**config.mk**
```make
export PLATFORM = sky130hd
export DESIGN_NAME = ob_cmd_arb
export DESIGN_NICKNAME = d
export VERILOG_FILES = /design/src/rtl/ob_cmd_arb.sv
export SDC_FILE = /design/constraint.sdc
export NUM_CORES = 1
export LEC_CHECK = 0
export ABC_AREA = 1
export CAP_MARGIN = 10
export CORE_MARGIN = 2
export CORE_UTILIZATION = 50
export CTS_CLUSTER_DIAMETER = 60
export CTS_CLUSTER_SIZE = 30
export DETAILED_ROUTE_END_ITERATION = 16
export PLACE_DENSITY = 0.68
export SETUP_SLACK_MARGIN = 0.05
export SLEW_MARGIN = 20
export SYNTH_ARGS = -nofsm -noshare
export SYNTH_HDL_FRONTEND = slang
export SYNTH_SLANG_ARGS = --single-unit
```
**constraint.sdc**
```tcl
create_clock -name clk -period 8.5 [get_ports clk]
set_input_delay 2.125 -clock clk [delete_from_list [all_inputs] [get_ports clk]]
set_output_delay 2.125 -clock clk [all_outputs]
set_load 0.05 [all_outputs]
```
**src/rtl/ob_cmd_arb.sv**
```systemverilog
// Multi-channel command ingress: per-channel FIFOs drained by an RR/fixed-priority arbiter into one registered output stage; push->out_vld_r is 2 cycles, 1 cmd/cycle sustained.
// Backpressure: cmd_full_r is registered per channel; a push into a full FIFO is dropped and latched in overflow_r until reset.
module ob_cmd_arb #(
    parameter int CH_N     = 4,
    parameter int W        = 64,
    parameter int DEPTH    = 4,
    parameter int ARB_MODE = 0
) (
    input  logic                    clk,
    input  logic                    rst,
    input  logic [CH_N-1:0]         cmd_vld_r,
    input  logic [CH_N*W-1:0]       cmd_r,
    output logic [CH_N-1:0]         cmd_full_r,
    input  logic [CH_N-1:0]         flush,
    input  logic                    out_pop,
    output logic                    out_vld_r,
    output logic [W-1:0]            out_r,
    output logic [$clog2(CH_N)-1:0] out_ch_r,
    output logic [CH_N-1:0]         overflow_r
);

    localparam int CW = $clog2(CH_N);
    localparam int AW = $clog2(DEPTH);
    localparam int NW = AW + 1;

    logic [W-1:0]    mem_q    [CH_N][DEPTH];
    logic [W-1:0]    mem_d    [CH_N][DEPTH];
    logic [AW-1:0]   wr_ptr_q [CH_N];
    logic [AW-1:0]   wr_ptr_d [CH_N];
    logic [AW-1:0]   rd_ptr_q [CH_N];
    logic [AW-1:0]   rd_ptr_d [CH_N];
    logic [NW-1:0]   count_q  [CH_N];
    logic [NW-1:0]   count_d  [CH_N];
    logic [CH_N-1:0] full_q, full_d;
    logic [CH_N-1:0] ovf_q, ovf_d;

    logic            out_vld_q, out_vld_d;
    logic [W-1:0]    out_q, out_d;
    logic [CW-1:0]   out_ch_q, out_ch_d;
    logic [CW-1:0]   ptr_q, ptr_d;

    logic            load_en;
    logic [CH_N-1:0] req;
    logic            gnt_vld;
    logic [CW-1:0]   gnt;
    logic            found;
    logic [CW-1:0]   rr_idx [CH_N];
    logic [CH_N-1:0] push_ok;
    logic [CH_N-1:0] pop;

    // Round-robin search order: rr_idx[i] is the i-th candidate after ptr_q.
    always_comb begin
        for (int i = 0; i < CH_N; i++) begin
            rr_idx[i] = CW'((int'(ptr_q) + i) % CH_N);
        end
    end

    always_comb begin
        load_en = ~out_vld_q | out_pop;
        for (int c = 0; c < CH_N; c++) begin
            req[c] = (count_q[c] != '0) & ~flush[c];
        end
        gnt_vld = |req;
        gnt     = '0;
        found   = 1'b0;
        if (ARB_MODE == 0) begin
            for (int i = 0; i < CH_N; i++) begin
                if (!found && req[rr_idx[i]]) begin
                    found = 1'b1;
                    gnt   = rr_idx[i];
                end
            end
        end else begin
            for (int i = CH_N - 1; i >= 0; i--) begin
                if (req[i]) begin
                    gnt = CW'(i);
                end
            end
        end
    end

    // Full is computed from next_count, so a pop only frees a slot for the following cycle.
    always_comb begin
        mem_d    = mem_q;
        wr_ptr_d = wr_ptr_q;
        rd_ptr_d = rd_ptr_q;
        count_d  = count_q;
        full_d   = full_q;
        ovf_d    = ovf_q;
        push_ok  = '0;
        pop      = '0;
        for (int c = 0; c < CH_N; c++) begin
            push_ok[c] = cmd_vld_r[c] & ~full_q[c] & ~flush[c];
            pop[c]     = load_en & gnt_vld & (gnt == CW'(c));
            ovf_d[c]   = ovf_q[c] | (cmd_vld_r[c] & full_q[c]);
            if (flush[c]) begin
                wr_ptr_d[c] = '0;
                rd_ptr_d[c] = '0;
                count_d[c]  = '0;
            end else begin
                if (push_ok[c]) begin
                    mem_d[c][wr_ptr_q[c]] = cmd_r[c*W +: W];
                    wr_ptr_d[c]           = wr_ptr_q[c] + AW'(1);
                end
                if (pop[c]) begin
                    rd_ptr_d[c] = rd_ptr_q[c] + AW'(1);
                end
                count_d[c] = count_q[c] + NW'(push_ok[c]) - NW'(pop[c]);
            end
            full_d[c] = (count_d[c] == NW'(DEPTH));
        end
    end

    always_comb begin
        out_vld_d = out_vld_q;
        out_d     = out_q;
        out_ch_d  = out_ch_q;
        ptr_d     = ptr_q;
        if (load_en) begin
            if (gnt_vld) begin
                out_vld_d = 1'b1;
                out_d     = mem_q[gnt][rd_ptr_q[gnt]];
                out_ch_d  = gnt;
                if (ARB_MODE == 0) begin
                    ptr_d = (gnt == CW'(CH_N - 1)) ? '0 : gnt + CW'(1);
                end
            end else begin
                out_vld_d = 1'b0;
            end
        end
    end

    always_ff @(posedge clk or posedge rst) begin
        if (rst) begin
            for (int c = 0; c < CH_N; c++) begin
                wr_ptr_q[c] <= '0;
                rd_ptr_q[c] <= '0;
                count_q[c]  <= '0;
            end
            full_q    <= '0;
            ovf_q     <= '0;
            out_vld_q <= 1'b0;
            out_q     <= '0;
            out_ch_q  <= '0;
            ptr_q     <= '0;
        end else begin
            wr_ptr_q  <= wr_ptr_d;
            rd_ptr_q  <= rd_ptr_d;
            count_q   <= count_d;
            full_q    <= full_d;
            ovf_q     <= ovf_d;
            out_vld_q <= out_vld_d;
            out_q     <= out_d;
            out_ch_q  <= out_ch_d;
            ptr_q     <= ptr_d;
        end
    end

    // Storage needs no reset: entries are only read once count_q marks them valid.
    always_ff @(posedge clk) begin
        mem_q <= mem_d;
    end

    assign cmd_full_r = full_q;
    assign overflow_r = ovf_q;
    assign out_vld_r  = out_vld_q;
    assign out_r      = out_q;
    assign out_ch_r   = out_ch_q;

endmodule

```
==> flow_summary.json, run 1 <==
{
  "synth_seq_cells": 1129,
  "cts-resized-gates": 0,
  "r2r_cells": 18,
  "yosysSeqAreaShare_pct": 68.1,
  "place_hpwl_um": 78100,
  "gp_congestion": 0.844,
  "syn_area_um2": 49000,
  "critical_path_class": "in2reg",
  "synth_top_cell_area_share_pct": 62.7,
  "cts_buffer_depth": 3,
  "worstHoldPathType": "reg2reg",
  "ys_top_cells_by_area": "edfxtp_1 (63%), nand2_1 (12%), nand3_1 (6.2%)",
  "period_needed_ns": 6.09,
  "drc": 0,
  "start_kind": "input port",
  "cts_tree": "yes",
  "routed_wl_um": 143000,
  "initial_core_util_pct": 50.5,
  "row_count": 114,
  "synth_edf_count": 1024,
  "cts_setup_buffers": 0,
  "synthMuxAreaShare_pct": 0,
  "core_um2": 97000,
  "worst_pin_slew_ns": 1.18,
  "end_kind": "flip-flop",
  "ys_async_sr_fraction_pct": 9.30,
  "chipHeight_um": 317,
  "io_pins": 342,
  "ff_latch_area_um2": 33400,
  "busiest_layer": "met2",
  "avgSynthCellArea_um2": 10.5,
  "yosys_warnings": 0,
  "final_layout_size_suffix_gt1_share_pct": 5.28,
  "synthCells": 4679,
  "regToRegSetupSlack_ns": 3.80,
  "hold_depth": 1,
  "antenna_found_initial": 10,
  "cts_inserted_buffers": 90,
  "hold-path-endpoint": "overflow_r[1]",
  "ys_types": 35,
  "grt_pass1_vias": 32800,
  "multi_input_area_um2": 13200,
  "slew_viol_final": 0,
  "insertion_delay_ns": 0.68,
  "grt_use_total_pct": 28.2,
  "synth_simple_gate_area_share_pct": 25.3,
  "synth_top_family_by_area": "simple AND/OR/NAND/NOR gates",
  "synth_compound_area_share_pct": 0.345,
  "grt_pass1_wl_um": 209000,
  "synth-adder-area-share_pct": 0.801,
  "r2r_end": "out_r[19]",
  "grt_start_max_net_pins": 200,
  "dieArea_um2": 101000,
  "maxCapViolCount": 0,
  "crit_path_max_fanout": 110,
  "route.antenna.remaining_nets": 0,
  "synth_nets": 4975,
  "required_ns": 9.10,
  "status": "complete, no violations",
  "rsz0062_at_grt": "no",
  "drtPass1Iterations": 6,
  "vias": 34800,
  "slew_headroom_pct": 21.4,
  "die_x_um": 317,
  "clkTransAtPathRegs_ns": 0.08,
  "timing.fmax_mhz": 164,
  "gr-usage-met3_pct": 4.90,
  "holdBufCountCts": 0,
  "worstPathArrival_ns": 6.70,
  "gr-usage-met2_pct": 44.4,
  "finalSetupViolations": 0,
  "reg2reg_from": "ptr_q[0]",
  "vias_per_cell": 5.55,
  "synth_xor_area_share_pct": 0.123,
  "synthFlopType": "edfxtp_1",
  "nFillCells": 7981,
  "hp-start": "overflow_r[1]",
  "num-nets-final": 5199,
  "drtIter0Drc": 3897,
  "wl_per_cell_um": 22.8,
  "grt.overflow.total": 0,
  "area_delta_synth_final_pct": 16.0,
  "met1_usage_pct": 40.3,
  "cts-root-buf": "clkbuf_16",
  "final_hold_viol_count": 0,
  "final.period_utilization_pct": 71.7,
  "cts.sinks": 1129,
  "setup_tns_ns": 0,
  "skew_ns": 0.0319,
  "portBuffers": 341,
  "htree_levels": 3,
  "synth_top_area_cell": "edfxtp_1"
}
through the flow:
step | setup slack [ns] | hold WS, ns | instances | utilization (%) | instance area, um^2
after detailed placement | 1.85 | 0.450 | 6087 | 55.2 | 53500
after global routing | 2.10 | 0.475 | 6258 | 58.6 | 56900
after CTS | 2.54 | 0.463 | 6255 | 58.6 | 56900
after floorplan | 2.86 | 0.433 | 4679 | - | 49000
after global placement | 1.99 | 0.439 | 6087 | 55.2 | 53500
final | 2.41 | 0.460 | 6260 | 58.6 | 56900
cells in the mapped netlist, types with 2 or more instances:
| cell | n |
|---|---|
| edfxtp_1 | 1024 |
| nand3_2 | 3 |
| ha_1 | 25 |
| nand4_1 | 3 |
| buf_2 | 183 |
| buf_4 | 9 |
| nor2_4 | 2 |
| nor4_1 | 4 |
| nor2_1 | 441 |
| a21oi_1 | 8 |
| nand2_2 | 3 |
| nand3b_1 | 220 |
| a21o_1 | 4 |
| inv_2 | 5 |
| buf_1 | 16 |
| fa_1 | 4 |
| xnor2_1 | 4 |
| o21ai_0 | 13 |
| clkbuf_1 | 61 |
| dfrtp_1 | 105 |
| nand3_1 | 609 |
| nand2_1 | 1568 |
| inv_1 | 353 |
logic make-up after synthesis:
| group | after synthesis |
|---|---|
| simple gates | 2857 |
| flops | 1129 |
| buf+inv | 629 |
| compound gates | 29 |
| fa+ha+maj | 29 |
| xor+xnor | 6 |
cell usage in the layout, fill, tap and decap left out, types with 10 or more instances in the layout:
cell / netlist / routed
inv_6: 0 / 12
nor2_4: 2 / 20
buf_4: 9 / 52
nand3b_1: 220 / 220
clkdlybuf4s50_1: 0 / 341
dfrtp_1: 105 / 105
nand3_1: 609 / 607
inv_1: 353 / 352
inv_12: 0 / 10
ha_1: 25 / 25
nand2_1: 1568 / 1567
nor2_1: 441 / 424
o21ai_0: 13 / 13
edfxtp_1: 1024 / 1024
clkbuf_16: 0 / 93
worst max-delay path, cell delays in order:
cell and delay, ns:
clkdlybuf4s50_1 0.56, inv_1 0.17, nand3_1 0.14, nand2_1 0.10, nand2_1 0.07, nand2_1 0.08
nor2_1 0.19, nand2_1 0.19, nand2_8 0.27, nand2_8 0.46, nor2_4 0.34, buf_12 0.49
nand2_1 0.22, o211ai_4 0.14, buf_4 0.56, nand3_1 0.16, nand2_1 0.11, nand2_1 0.06
nand2_1 0.08
layer usage:
| metal | part of all wire [%] | vias to the layer above |
|---|---|---|
| li1 | - | 15900 |
| met1 | 41 | 16800 |
| met2 | 46 | 1752 |
| met3 | 9.9 | 234 |
| met4 | 2.5 | 14 |
| met5 | 0.050 | - |
worst max-delay path by stage:
stage	startpoint	end	slack, ns	depth (start not counted)
6_report	flush[1]	out_r[19]	2.41	19
2_1_floorplan	flush[0]	mem_q[1000]	2.86	3
3_5_place_dp	flush[2]	cmd_full_r[0]	1.85	17
5_1_grt	flush[2]	out_r[19]	2.10	19
3_3_place_gp	flush[2]	out_r[48]	1.99	19
4_1_cts	flush[2]	out_r[19]	2.54	19
cell type report:
type	instances	share of cell area [%]
sequential	1129	58.7
multi-input combinational	2921	23.3
timing repair buffer	402	7.01
clock buffer	99	4.15
tap	1276	2.81
inverter	359	2.38
clock inverter	69	1.69
antenna	5	0.0220
registers in the layout, indices dropped and copies added, names as in the netlist, 4 cells and up:
name / flops
rd_ptr_q: 8
out_r: 64
mem_q: 1024
wr_ptr_q: 8
count_q: 12
overflow_r: 4
cmd_full_r: 4
Power of run 1 is not shown: default switching activity piles up to over one toggle a cycle in this logic, so the estimate is an artifact.
==> run 2: changes to the inputs <==
--- a/config.mk
+++ b/config.mk
@@ -12,7 +12,7 @@
 export CTS_CLUSTER_DIAMETER = 60
 export CTS_CLUSTER_SIZE = 30
 export DETAILED_ROUTE_END_ITERATION = 16
-export PLACE_DENSITY = 0.68
+export PLACE_DENSITY = 0.71
 export SETUP_SLACK_MARGIN = 0.05
 export SLEW_MARGIN = 20
 export SYNTH_ARGS = -nofsm -noshare
==> constraint.sdc (replaced) <==
create_clock -name clk -period 5.1 [get_ports clk]
set_input_delay 1.275 -clock clk [delete_from_list [all_inputs] [get_ports clk]]
set_output_delay 1.275 -clock clk [all_outputs]
set_load 0.05 [all_outputs]
==> flow_summary.json, run 2 (synthesis results as in run 1) <==
{
  "gp_congestion": 0.851,
  "worstPathArrival_ns": 4.86,
  "insertion_delay_ns": 0.69,
  "gr-usage-met3_pct": 4.64,
  "htree_levels": 3,
  "cts-root-buf": "clkbuf_16",
  "die_x_um": 317,
  "drtPass1Iterations": 5,
  "row_count": 114,
  "vias": 34800,
  "dieArea_um2": 101000,
  "num-nets-final": 5214,
  "initial_core_util_pct": 50.5,
  "setup_tns_ns": 0,
  "mostFrequentLayoutCells": "nand2_1 (1567), edfxtp_1 (1024), nand3_1 (607), nor2_1 (424), inv_1 (352)",
  "routed_wl_um": 141000,
  "critical_path_class": "in2reg",
  "rsz0062_at_grt": "no",
  "final.period_utilization_pct": 83.4,
  "slew_headroom_pct": 26.6,
  "slew_viol_final": 0,
  "vias_per_cell": 5.54,
  "cts.sinks": 1129,
  "place_hpwl_um": 76800,
  "final_util_pct": 59.1,
  "maxCapViolCount": 0,
  "route.antenna.remaining_nets": 0,
  "clkTransAtPathRegs_ns": 0.07,
  "reg2reg_from": "ptr_q[0]",
  "cts_setup_buffers": 0,
  "timing.fmax_mhz": 235,
  "end_kind": "flip-flop",
  "holdBufCountCts": 0,
  "period_needed_ns": 4.26,
  "final_hold_viol_count": 0,
  "final_layout_size_suffix_gt1_share_pct": 5.55,
  "hold_depth": 1,
  "final_common_cell": "nand2_1",
  "cts_buffer_depth": 3,
  "worst_pin_slew_ns": 1.10,
  "grt_pass1_vias": 33100,
  "nFillCells": 7876,
  "required_ns": 5.71,
  "portBuffers": 341,
  "met1_usage_pct": 39.4,
  "chipHeight_um": 317,
  "cts_tree": "yes",
  "worstHoldPathType": "reg2reg",
  "skew_ns": 0.0325,
  "antenna_found_initial": 25,
  "finalSetupViolations": 0,
  "regToRegSetupSlack_ns": 1.37,
  "gr-usage-met2_pct": 44.6,
  "grt_start_max_net_pins": 222,
  "wl_per_cell_um": 22.5,
  "io_pins": 342,
  "largest_reg_flops": 1024,
  "core_um2": 97000,
  "hp-start": "overflow_r[3]",
  "regMostFlops": "mem_q",
  "crit_path_max_fanout": 58,
  "cts_inserted_buffers": 90,
  "busiest_layer": "met2",
  "status": "complete, no violations",
  "drtIter0Drc": 3923,
  "r2r_cells": 17,
  "r2r_end": "out_r[26]",
  "hold-path-endpoint": "overflow_r[3]",
  "cts-resized-gates": 0,
  "grt.overflow.total": 0,
  "drc": 0,
  "start_kind": "input port",
  "grt_pass1_wl_um": 209000,
  "area_delta_synth_final_pct": 17.0,
  "grt_use_total_pct": 28.0
}
## run 2: area by class of cell
class | count | area (um^2) | share of cell area, %
tap | 1276 | 1600 | 2.78
antenna | 17 | 42.5 | 0.0742
sequential | 1129 | 33400 | 58.2
clock buffer | 98 | 2350 | 4.09
multi-input combinational | 2921 | 13200 | 23.1
timing repair buffer | 417 | 4540 | 7.91
inverter | 359 | 1350 | 2.36
clock inverter | 70 | 867 | 1.51
## run 2: metrics by stage
stage / instance area, um^2 / hold slack (ns) / cells / setup slack (ns)
floorplan: 49000 / 0.433 / 4679 / 0.306
CTS: 57200 / 0.460 / 6268 / 0.917
global placement: 54000 / 0.439 / 6100 / 0.294
global route: 57300 / 0.472 / 6285 / 0.588
finish: 57300 / 0.457 / 6287 / 0.845
detailed placement: 54000 / 0.443 / 6100 / 0.227
## run 2: critical path: stages
cell	delay [ns]
clkdlybuf4s50_1	0.46
inv_1	0.23
nand3_1	0.17
nand2_1	0.11
nand2_1	0.05
nand2_1	0.12
nor2_1	0.08
nand3_1	0.13
inv_1	0.09
nor2_4	0.18
buf_4	0.53
buf_4	0.63
nand3_1	0.14
nand2_1	0.14
nor2_1	0.05
nand2_1	0.06
nand3_1	0.08
nand2_1	0.09
nand2_1	0.06
nand2_1	0.08
## run 2: worst max path at each step
stage	depth (start not counted)	slack, ns	end	startpoint
final	20	0.84	out_r[26]	flush[0]
after global routing	20	0.59	out_r[26]	flush[3]
after CTS	17	0.92	out_r[26]	flush[3]
after detailed placement	17	0.23	out_r[26]	flush[3]
after global placement	17	0.29	out_r[26]	flush[3]
after floorplan	3	0.31	mem_q[1000]	flush[0]
## run 2: per-layer routing
metal,vias to the layer above,wire [um]
met3,282,13400
met2,1696,66200
met1,16800,56900
met4,18,4600
li1,16000,-
met5,-,93
Power of run 2 is left out for the same reason.
